--- src/rtl/sad_job_sched_pkg.sv ---
// Shared definitions for the SAD job scheduler: FSM encoding, default widths
// and the "no result yet" SAD value.
package sad_pkg;

    localparam int RES_W_DEF = 32;
    localparam int IDX_W_DEF = 7;

    localparam logic [1:0] S_IDLE   = 2'd0;
    localparam logic [1:0] S_GRANT  = 2'd1;
    localparam logic [1:0] S_RUN    = 2'd2;
    localparam logic [1:0] S_REPORT = 2'd3;

    // Wide enough for any RES_W up to 64; users slice the low RES_W bits.
    localparam logic [63:0] SAD_MAX = '1;

endpackage

--- src/rtl/sad_job_sched_if.sv ---
// Scheduler <-> SAD engine link. The master (scheduler) pulses Eng_Go; the
// slave (engine) returns strobes only.
interface sad_job_sched_if #(
    parameter int RES_W = sad_pkg::RES_W_DEF
);
    // Strobe semantics, no backpressure: Eng_Go is a one-cycle start pulse;
    // Eng_Res is meaningful only in a cycle where Eng_Res_Valid is high, and
    // each such cycle delivers exactly one result; Eng_Done is a one-cycle
    // end-of-run pulse that may coincide with the final Eng_Res_Valid.
    logic             Eng_Go;
    logic             Eng_Res_Valid;
    logic [RES_W-1:0] Eng_Res;
    logic             Eng_Done;

    modport master (output Eng_Go, input Eng_Res_Valid, Eng_Res, Eng_Done);
    modport slave  (input Eng_Go, output Eng_Res_Valid, Eng_Res, Eng_Done);

endinterface

--- src/rtl/sad_job_sched_rr_arbiter.sv ---
// Combinational round-robin pick: first set request at or above ptr, with wrap.
module rr_arbiter #(
    parameter int NREQ = 4,
    parameter int PW   = $clog2(NREQ)
) (
    input  logic [NREQ-1:0] req,
    input  logic [PW-1:0]   ptr,
    output logic [NREQ-1:0] gnt,
    output logic            any
);

    logic [PW-1:0] idx;
    logic          found;

    always_comb begin
        gnt   = '0;
        found = 1'b0;
        idx   = '0;
        for (int i = 0; i < NREQ; i++) begin
            idx = PW'((int'(ptr) + i) % NREQ);
            if (!found && req[idx]) begin
                gnt[idx] = 1'b1;
                found    = 1'b1;
            end
        end
    end

    assign any = |req;

endmodule

--- src/rtl/sad_job_sched.sv ---
// Round-robin scheduler sharing one SAD engine: grants a requester, starts the
// engine, tracks the minimum SAD and its block index, and acks the requester.
module sad_job_sched
    import sad_pkg::*;
#(
    parameter int NREQ   = 4,
    parameter int RES_W  = RES_W_DEF,
    parameter int IDX_W  = IDX_W_DEF,
    parameter int WDOG_W = 20
) (
    input  logic              Clk,
    input  logic              Rst,
    input  logic [NREQ-1:0]   Req,
    output logic [NREQ-1:0]   Gnt,
    output logic [NREQ-1:0]   Ack,
    output logic [RES_W-1:0]  Best_Sad,
    output logic [IDX_W-1:0]  Best_Idx,
    output logic [IDX_W:0]    Res_Cnt,
    output logic              Err,
    output logic              Busy,
    sad_job_sched_if.master   eng
);

    localparam int PW = $clog2(NREQ);
    localparam logic [IDX_W:0]    CNT_FULL = {1'b1, {IDX_W{1'b0}}};
    localparam logic [WDOG_W-1:0] WDOG_PRE = {{(WDOG_W-1){1'b1}}, 1'b0};
    localparam logic [RES_W-1:0]  SAD_INIT = SAD_MAX[RES_W-1:0];

    logic [1:0]        state_q, state_d;
    logic [PW-1:0]     rr_q, rr_d, win_q, win_d, win_sel;
    logic [WDOG_W-1:0] wdog_q, wdog_d;
    logic [NREQ-1:0]   gnt_q, gnt_d, ack_q, ack_d, arb_gnt;
    logic [RES_W-1:0]  best_sad_q, best_sad_d;
    logic [IDX_W-1:0]  best_idx_q, best_idx_d;
    logic [IDX_W:0]    res_cnt_q, res_cnt_d;
    logic              err_q, err_d, busy_q, busy_d, eng_go_q, eng_go_d;
    logic              arb_any;

    rr_arbiter #(.NREQ(NREQ), .PW(PW)) u_arb (
        .req (Req),
        .ptr (rr_q),
        .gnt (arb_gnt),
        .any (arb_any)
    );

    always_comb begin
        win_sel = '0;
        for (int i = 0; i < NREQ; i++) begin
            if (arb_gnt[i]) win_sel = PW'(i);
        end
    end

    always_comb begin
        state_d    = state_q;
        rr_d       = rr_q;
        win_d      = win_q;
        wdog_d     = wdog_q;
        gnt_d      = gnt_q;
        ack_d      = '0;
        best_sad_d = best_sad_q;
        best_idx_d = best_idx_q;
        res_cnt_d  = res_cnt_q;
        err_d      = err_q;
        eng_go_d   = 1'b0;
        unique case (state_q)
            S_IDLE: begin
                if (arb_any) begin
                    state_d    = S_GRANT;
                    gnt_d      = arb_gnt;
                    win_d      = win_sel;
                    eng_go_d   = 1'b1;
                    best_sad_d = SAD_INIT;
                    best_idx_d = '0;
                    res_cnt_d  = '0;
                    err_d      = 1'b0;
                    wdog_d     = '0;
                end
            end
            S_GRANT: state_d = S_RUN;
            S_RUN: begin
                wdog_d = wdog_q + 1'b1;
                // A result arriving with the count already full is dropped and flagged.
                if (eng.Eng_Res_Valid) begin
                    if (res_cnt_q == CNT_FULL) begin
                        err_d = 1'b1;
                    end else begin
                        if (eng.Eng_Res < best_sad_q) begin
                            best_sad_d = eng.Eng_Res;
                            best_idx_d = res_cnt_q[IDX_W-1:0];
                        end
                        res_cnt_d = res_cnt_q + 1'b1;
                    end
                end
                if (wdog_q == WDOG_PRE) err_d = 1'b1;
                if (eng.Eng_Done || wdog_q == WDOG_PRE) begin
                    state_d = S_REPORT;
                    ack_d   = gnt_q;
                end
            end
            S_REPORT: begin
                state_d = S_IDLE;
                gnt_d   = '0;
                rr_d    = (win_q == PW'(NREQ - 1)) ? '0 : win_q + 1'b1;
            end
            default: state_d = S_IDLE;
        endcase
        busy_d = (state_d != S_IDLE);
    end

    always_ff @(posedge Clk) begin
        if (Rst) begin
            state_q    <= S_IDLE;
            rr_q       <= '0;
            win_q      <= '0;
            wdog_q     <= '0;
            gnt_q      <= '0;
            ack_q      <= '0;
            best_sad_q <= SAD_INIT;
            best_idx_q <= '0;
            res_cnt_q  <= '0;
            err_q      <= 1'b0;
            busy_q     <= 1'b0;
            eng_go_q   <= 1'b0;
        end else begin
            state_q    <= state_d;
            rr_q       <= rr_d;
            win_q      <= win_d;
            wdog_q     <= wdog_d;
            gnt_q      <= gnt_d;
            ack_q      <= ack_d;
            best_sad_q <= best_sad_d;
            best_idx_q <= best_idx_d;
            res_cnt_q  <= res_cnt_d;
            err_q      <= err_d;
            busy_q     <= busy_d;
            eng_go_q   <= eng_go_d;
        end
    end

    assign Gnt        = gnt_q;
    assign Ack        = ack_q;
    assign Best_Sad   = best_sad_q;
    assign Best_Idx   = best_idx_q;
    assign Res_Cnt    = res_cnt_q;
    assign Err        = err_q;
    assign Busy       = busy_q;
    assign eng.Eng_Go = eng_go_q;

endmodule

--- src/flat_wrapper.sv ---
// flat-port wrapper written by rule: the top's interface ports become plain ports
module sad_job_sched_flat import sad_pkg::*;
#(
    parameter int NREQ   = 4,
    parameter int RES_W  = RES_W_DEF,
    parameter int IDX_W  = IDX_W_DEF,
    parameter int WDOG_W = 20
)
  (Clk, Rst, Req, Gnt, Ack, Best_Sad, Best_Idx, Res_Cnt, Err, Busy, eng_Eng_Go, eng_Eng_Res_Valid, eng_Eng_Res, eng_Eng_Done);
  sad_job_sched_if #(.RES_W(RES_W)) eng_i ();
  input  logic Clk;
  input  logic Rst;
  input  logic [NREQ-1:0] Req;
  output logic [NREQ-1:0] Gnt;
  output logic [NREQ-1:0] Ack;
  output logic [RES_W-1:0] Best_Sad;
  output logic [IDX_W-1:0] Best_Idx;
  output logic [IDX_W:0] Res_Cnt;
  output logic Err;
  output logic Busy;
  output wire logic [$bits(eng_i.Eng_Go)-1:0] eng_Eng_Go;
  input wire logic [$bits(eng_i.Eng_Res_Valid)-1:0] eng_Eng_Res_Valid;
  input wire logic [$bits(eng_i.Eng_Res)-1:0] eng_Eng_Res;
  input wire logic [$bits(eng_i.Eng_Done)-1:0] eng_Eng_Done;
  assign eng_Eng_Go = eng_i.Eng_Go;
  assign eng_i.Eng_Res_Valid = eng_Eng_Res_Valid;
  assign eng_i.Eng_Res = eng_Eng_Res;
  assign eng_i.Eng_Done = eng_Eng_Done;
  sad_job_sched #(.NREQ(NREQ), .RES_W(RES_W), .IDX_W(IDX_W), .WDOG_W(WDOG_W)) u_core (.Clk(Clk), .Rst(Rst), .Req(Req), .Gnt(Gnt), .Ack(Ack), .Best_Sad(Best_Sad), .Best_Idx(Best_Idx), .Res_Cnt(Res_Cnt), .Err(Err), .Busy(Busy), .eng(eng_i));
endmodule
--- config.mk ---
export PLATFORM = sky130hd
export DESIGN_NAME = sad_job_sched_flat
export DESIGN_NICKNAME = d
export VERILOG_FILES = /design/src/rtl/sad_job_sched_pkg.sv /design/src/rtl/sad_job_sched_if.sv /design/src/rtl/sad_job_sched_rr_arbiter.sv /design/src/rtl/sad_job_sched.sv /design/src/flat_wrapper.sv
export SDC_FILE = /design/constraint.sdc
export NUM_CORES = 1
export LEC_CHECK = 0
export ABC_AREA = 1
export BUFFER_PORTS_ARGS = -buffer_cell sky130_fd_sc_hd__buf_2
export CAP_MARGIN = 10
export CORE_MARGIN = 2
export CORE_UTILIZATION = 45
export CTS_CLUSTER_SIZE = 16
export DETAILED_ROUTE_END_ITERATION = 8
export GPL_ROUTABILITY_DRIVEN = 0
export PLACE_DENSITY = 0.67
export SETUP_SLACK_MARGIN = 0.3
export SLEW_MARGIN = 20
export SYNTH_ARGS = -nofsm -noshare
export SYNTH_HDL_FRONTEND = slang
export SYNTH_SLANG_ARGS = --single-unit
--- constraint.sdc ---
create_clock -name Clk -period 3.3 [get_ports Clk]
set_input_delay 0.99 -clock Clk [delete_from_list [all_inputs] [get_ports Clk]]
set_output_delay 0.99 -clock Clk [all_outputs]
set_load 0.01 [all_outputs]
**After elaboration in Yosys (flattened, before gate mapping)**

Cells that the tools add are included.

- Bits of input ports: 40
- Output and inout port bits: 58
- Register bits after elaboration: 84

- Bitwise operators: 6
- Add/subtract/negate cells: 6
- Reduce and logical (&&, ||, !) cells: 24
- Eq/ne operators: 12
- Magnitude comparators: 9
- Muxes and demuxes: 54

Operators with widths:

| kind | count |
|---|---|
| 32-bit 2-to-1 mux | 4 |
| 32-bit one-hot mux with 2 select lines | 1 |
| 20-bit one-hot mux with 2 select lines | 1 |
| 32-bit less-than comparator | 1 |
| 7-bit 2-to-1 mux | 4 |
| 8-bit 2-to-1 mux | 3 |
| 20-bit by 1-bit adder with 20-bit output, second input constant | 1 |
| 20-bit == test, second input constant | 1 |
| 20-bit 2-to-1 mux | 1 |
| 4-bit 2-to-1 mux | 5 |
| 1-bit 2-to-1 mux | 17 |
| 8-bit one-hot mux with 2 select lines | 1 |
| 7-bit one-hot mux with 2 select lines | 1 |
| 2-bit by 3-bit less-than comparator with 1-bit output, second input constant | 4 |
| 4-bit bitwise OR | 3 |
| 2-bit 2-to-1 mux | 5 |
| 8-bit by 1-bit adder with 8-bit output, second input constant | 1 |
| 1-bit binary-select mux with 2-bit select | 4 |
| 1-bit demux with 2-bit select | 4 |
| 8-bit == test, second input constant | 1 |
| 2-bit by 1-bit >= comparator with 1-bit output, second input constant | 4 |
| 2-bit one-hot mux with 4 select lines | 1 |
| 4-bit one-hot mux with 2 select lines | 1 |
| 4-bit AND reduction | 2 |
| 20 further kinds | 40 |

**Longest topological paths before layout**

- Depth in word-level cells: 15
- Depth in mapped cells: 16
- Mapped depth without buffers: 15

**By module**

Synthesis repeated with hierarchy kept, for this count alone.

- Cells, all modules: 691
- Area, all modules: 4959.8 µm²

Modules (own cells, without submodules):

| module | seq. area each (µm²) | cells each | instances | area each (µm²) |
|---|---|---|---|---|
| sad_job_sched | 1681.6 | 617 | 1 | 4554.4 |
| rr_arbiter | 0.0 | 74 | 1 | 405.4 |

**Worst setup path after synthesis**

Ideal clock, no wire load.

- Path type: input port to flip-flop
- Start point: in eng_Eng_Res[5]
- End point: reg u_core.best_sad_q[10], in the netlist u_core.Best_Sad[10]
- Arrival: 2.371 ns
- Data required time: 3.166 ns
- Path buffers: 2
- Stages: 13
- Setup slack: 0.795 ns
- Cell sequence: ha_1 -> a21oi_1 -> nor2_1 -> nor3_1 -> nand2_1 -> nand2_1 -> nand2_1 -> nand2_1 -> nand2_2 -> buf_6 -> buf_6 -> nand3_2 -> nand3_1

- Longest elaborated chain between the ends: 3

Ends and longest elaborated chain:

| what | line | text |
|---|---|---|
| from (decl) | flat_wrapper.sv:23 | `input wire logic [$bits(eng_i.Eng_Res)-1:0] eng_Eng_Res;` |
| 32-bit less-than comparator | sad_job_sched.sv:87 | `if (eng.Eng_Res < best_sad_q) begin` |
| 2-bit by 1-bit inequality test with 1-bit output (no line) | -- |  |
| 5-bit AND reduction (no line) | -- |  |
| to (signal assigned) | sad_job_sched.sv:131 | `best_sad_q <= best_sad_d;` |
| to (decl) | sad_job_sched.sv:33 | `logic [RES_W-1:0] best_sad_q, best_sad_d;` |

Every way passes these cells.
A chain may end at the register's enable or synchronous reset.

**Worst setup path in the final report**

- Start point: in eng_Eng_Res[31]
- End point: reg u_core.best_idx_q[5], in the netlist u_core.Best_Idx[5]

- Longest elaborated chain between the ends: 3

Ends and longest elaborated chain:

| what | line | text |
|---|---|---|
| 32-bit less-than comparator | sad_job_sched.sv:87 |  |
| 2-bit by 1-bit inequality test with 1-bit output (no line) | -- |  |
| 5-bit AND reduction (no line) | -- |  |
| to (signal assigned) | sad_job_sched.sv:132 | `best_idx_q <= best_idx_d;` |
| to (decl) | sad_job_sched.sv:34 | `logic [IDX_W-1:0] best_idx_q, best_idx_d;` |

Every way passes these cells.

==> reports/metrics.csv <==
stage;metric;value;unit
synth;syn-num-nets;800;
layout;instances_no_fill;950;
power;p_leak;2.94;nW
layout;layout_commonest_cell;nand2_1;
global_route;overflow;0;
worst_setup_path;slowest_stage;buf_4;
clock_tree;clk_pin_slew_worst_paths;0.09;ns
synth;avgSynthCellArea;7.03;um2
clock_tree;cts_tree;built;
layout;area_delta_synth_final;15.8;%
global_route;grt_pass1_vias;4677;
clock_tree;clk-insertion-delay-late;0.37;ns
layout;seq_area;1680;um2
layout;final_area;5820;um2
drt;vias_per_cell;5.17;
clock_tree;numCtsBuffers;9;
worst_setup_path;slowest_delay;0.32;ns
die;row_count;38;
timing;worst_slew_pin_slew;0.980;ns
worst_setup_path;critPathLaunchType;primary input;
die;start_util;46.2;%
timing;period_minus_slack;2.59;ns
synth;yosys.area.top_type_share;33.4;%
drt;drt_first_iter_violations;273;
layout;nets;890;
timing;hold_ws;0.436;ns
clock_tree;cts.hold.buffers_added;0;
clock_tree;cts_resized;0;
layout;drive_above_1_share;22.0;%
timing;fmax;0.386;GHz
layout;multi_input_area;2860;um2
power;vdd_drop_max;0.000355;V
synth;ys.warnings.count;0;
die;chipWidth;110;um
drt;dr.pass1.iters;5;
worst_setup_path;arrival;2.90;ns
clock_tree;clock-sinks;84;
clock_tree;htreeDepth;3;
die;die-area;12000;um2
placement;dpl.cell_count;934;
synth;synth_area_leaders;dfxtp_1 (33%), ha_1 (11%), nand2_1 (11%);
min_path;hold_depth;2;
timing;slew_headroom;34.6;%
synth;ys_seq_area_share;33.4;%
timing;slew_viol_final;0;
synth;synth_top_flop_cell;dfxtp_1;
power;pwr_density_cell;624;nW/um2
drt;vias;4913;
clock_tree;post-cts-setup-buffer-count;0;
timing;min_period_over_period;78.5;%
timing;tns;0;ns
outcome;outcome;finished, final reports clean;
drt;drc;0;
die;ios;98;
layout;fillers;1069;
clock_tree;cts_root_buf;clkbuf_8;
synth;syn-instance-count;715;
synth;async_flop_share;0;%
synth;ys_seq_elements;84;
timing;setup_viol;0;
synth;synth_edf_count;0;
drt;wl_per_cell;13.1;um
placement;placed_area;5620;um2
worst_setup_path;cp_cell_sequence;buf_2, ha_1, nand2_1, nor2_1, nand4_1, nor2_1, nand2_1, nand2_2, buf_4, nand3_1, a21oi_1;
clock_tree;cts.path.max_buffers;2;
timing;clock_skew;0.0103;ns
die;dieHeight;110;um
worst_setup_path;critPathMaxFanout;24;
global_route;antenna_found_initial;0;
placement;post-dp-hpwl;9.20;mm
placement;place_ws;0.320;ns
global_route;grt_first_pass_wirelength;20.6;mm
layout;final_cell_mix;nand2_1 (150), buf_2 (97), inv_1 (92);
worst_setup_path;critical_path_class;in2reg;
layout;n_antenna_cell;0;
placement;io_buffers;97;
flow_run;maxCapViolations;0;
layout;final_core_util;53.5;%
worst_setup_path;crit_path_end_kind;flop;
global_route;grt_usage;21.5;%
synth;yosysTopAreaCell;dfxtp_1;
synth;syn_area;5030;um2
timing;hold_viol_final;0;
synth;synth.distinct_cells;36;
worst_setup_path;ff2ff_path_depth;11;
drt;ant_nets;0;
die;coreArea;10900;um2
drt;drt_wl_total;12.4;mm
timing;rsz0062_at_grt;no;
global_route;grt_max_degree;41;
timing;fin_ws;0.708;ns
worst_setup_path;worstPathRequired;3.61;ns
min_path;hp-class;reg2reg;
power;power.total;3.63;mW
cells by family (layout without fill, tap and decap cells):
family	Yosys count	count (layout)	share of synthesized area, %
xor gates and xnor gates	1	1	0.174
adders and majority gates	45	45	11.2
AOI/OAI and AO/OA	93	93	10.1
DFF	84	84	33.4
buffers and inverters	120	215	9.68
and+or+nand+nor	372	372	35.4
final timing paths:
kind / end / start / slack (ns)
min reg2reg: u_core.Ack[0] / u_core.Gnt[0] / 0.44
min: u_core.Ack[0] / u_core.Gnt[0] / 0.44
max reg2reg: u_core.Best_Idx[5] / u_core.Best_Sad[31] / 1.02
max: u_core.Best_Idx[5] / eng_Eng_Res[31] / 0.71
report_power, final:
| part | total, mW | switching [mW] | internal (mW) |
|---|---|---|---|
| clock | 0.759 | 0.407 | 0.352 |
| sequential | 1.33 | 0.146 | 1.19 |
| combinational | 1.54 | 0.959 | 0.584 |
cell usage after synthesis, drive strengths merged, types with 3 or more instances:
| cell type | instances |
|---|---|
| dfxtp | 84 |
| a31oi | 3 |
| nand3 | 93 |
| inv | 95 |
| nand2 | 157 |
| nand4 | 19 |
| nor2 | 49 |
| or2 | 32 |
| ha | 45 |
| a21oi | 52 |
| nor3 | 18 |
| o21ai | 30 |
| clkbuf | 11 |
| buf | 14 |
cell type report:
class / count / share of cell area [%]
Timing Repair Buffer: 104 / 9.45
Clock inverter: 7 / 1.31
Tap cell: 140 / 3.01
Sequential cell: 84 / 28.9
Multi-Input combinational cell: 511 / 49.1
Inverter: 95 / 6.12
Clock buffer: 9 / 2.13
critical path, delay by kind of cell:
kind	cells	cell delay (ns)
AO/OA/AOI/OAI	1	0.14
buffers and inverters	2	0.42
adder cells (fa/ha/maj)	1	0.30
AND/OR/NAND/NOR	7	1.03
routing by layer:
metal,GRT usage [%],up-vias,wire length (um)
met2,37.9,130,6020
met1,25.7,2243,5600
met4,7.50,0,172
met5,0,-,0
met3,4.68,15,637
li1,-,2525,-
flip-flops by register name, summed over array words and instances, names as in the netlist:
register           cells
u_core.Ack             4
u_core.Best_Idx        7
u_core.Best_Sad       32
u_core.Busy            1
u_core.Err             1
u_core.Gnt             4
u_core.Res_Cnt         8
u_core.eng.Eng_Go      1
u_core.rr_q            2
u_core.state_q         2
u_core.wdog_q         20
u_core.win_q           2
Note: power is estimated with default switching activity, not from simulation.
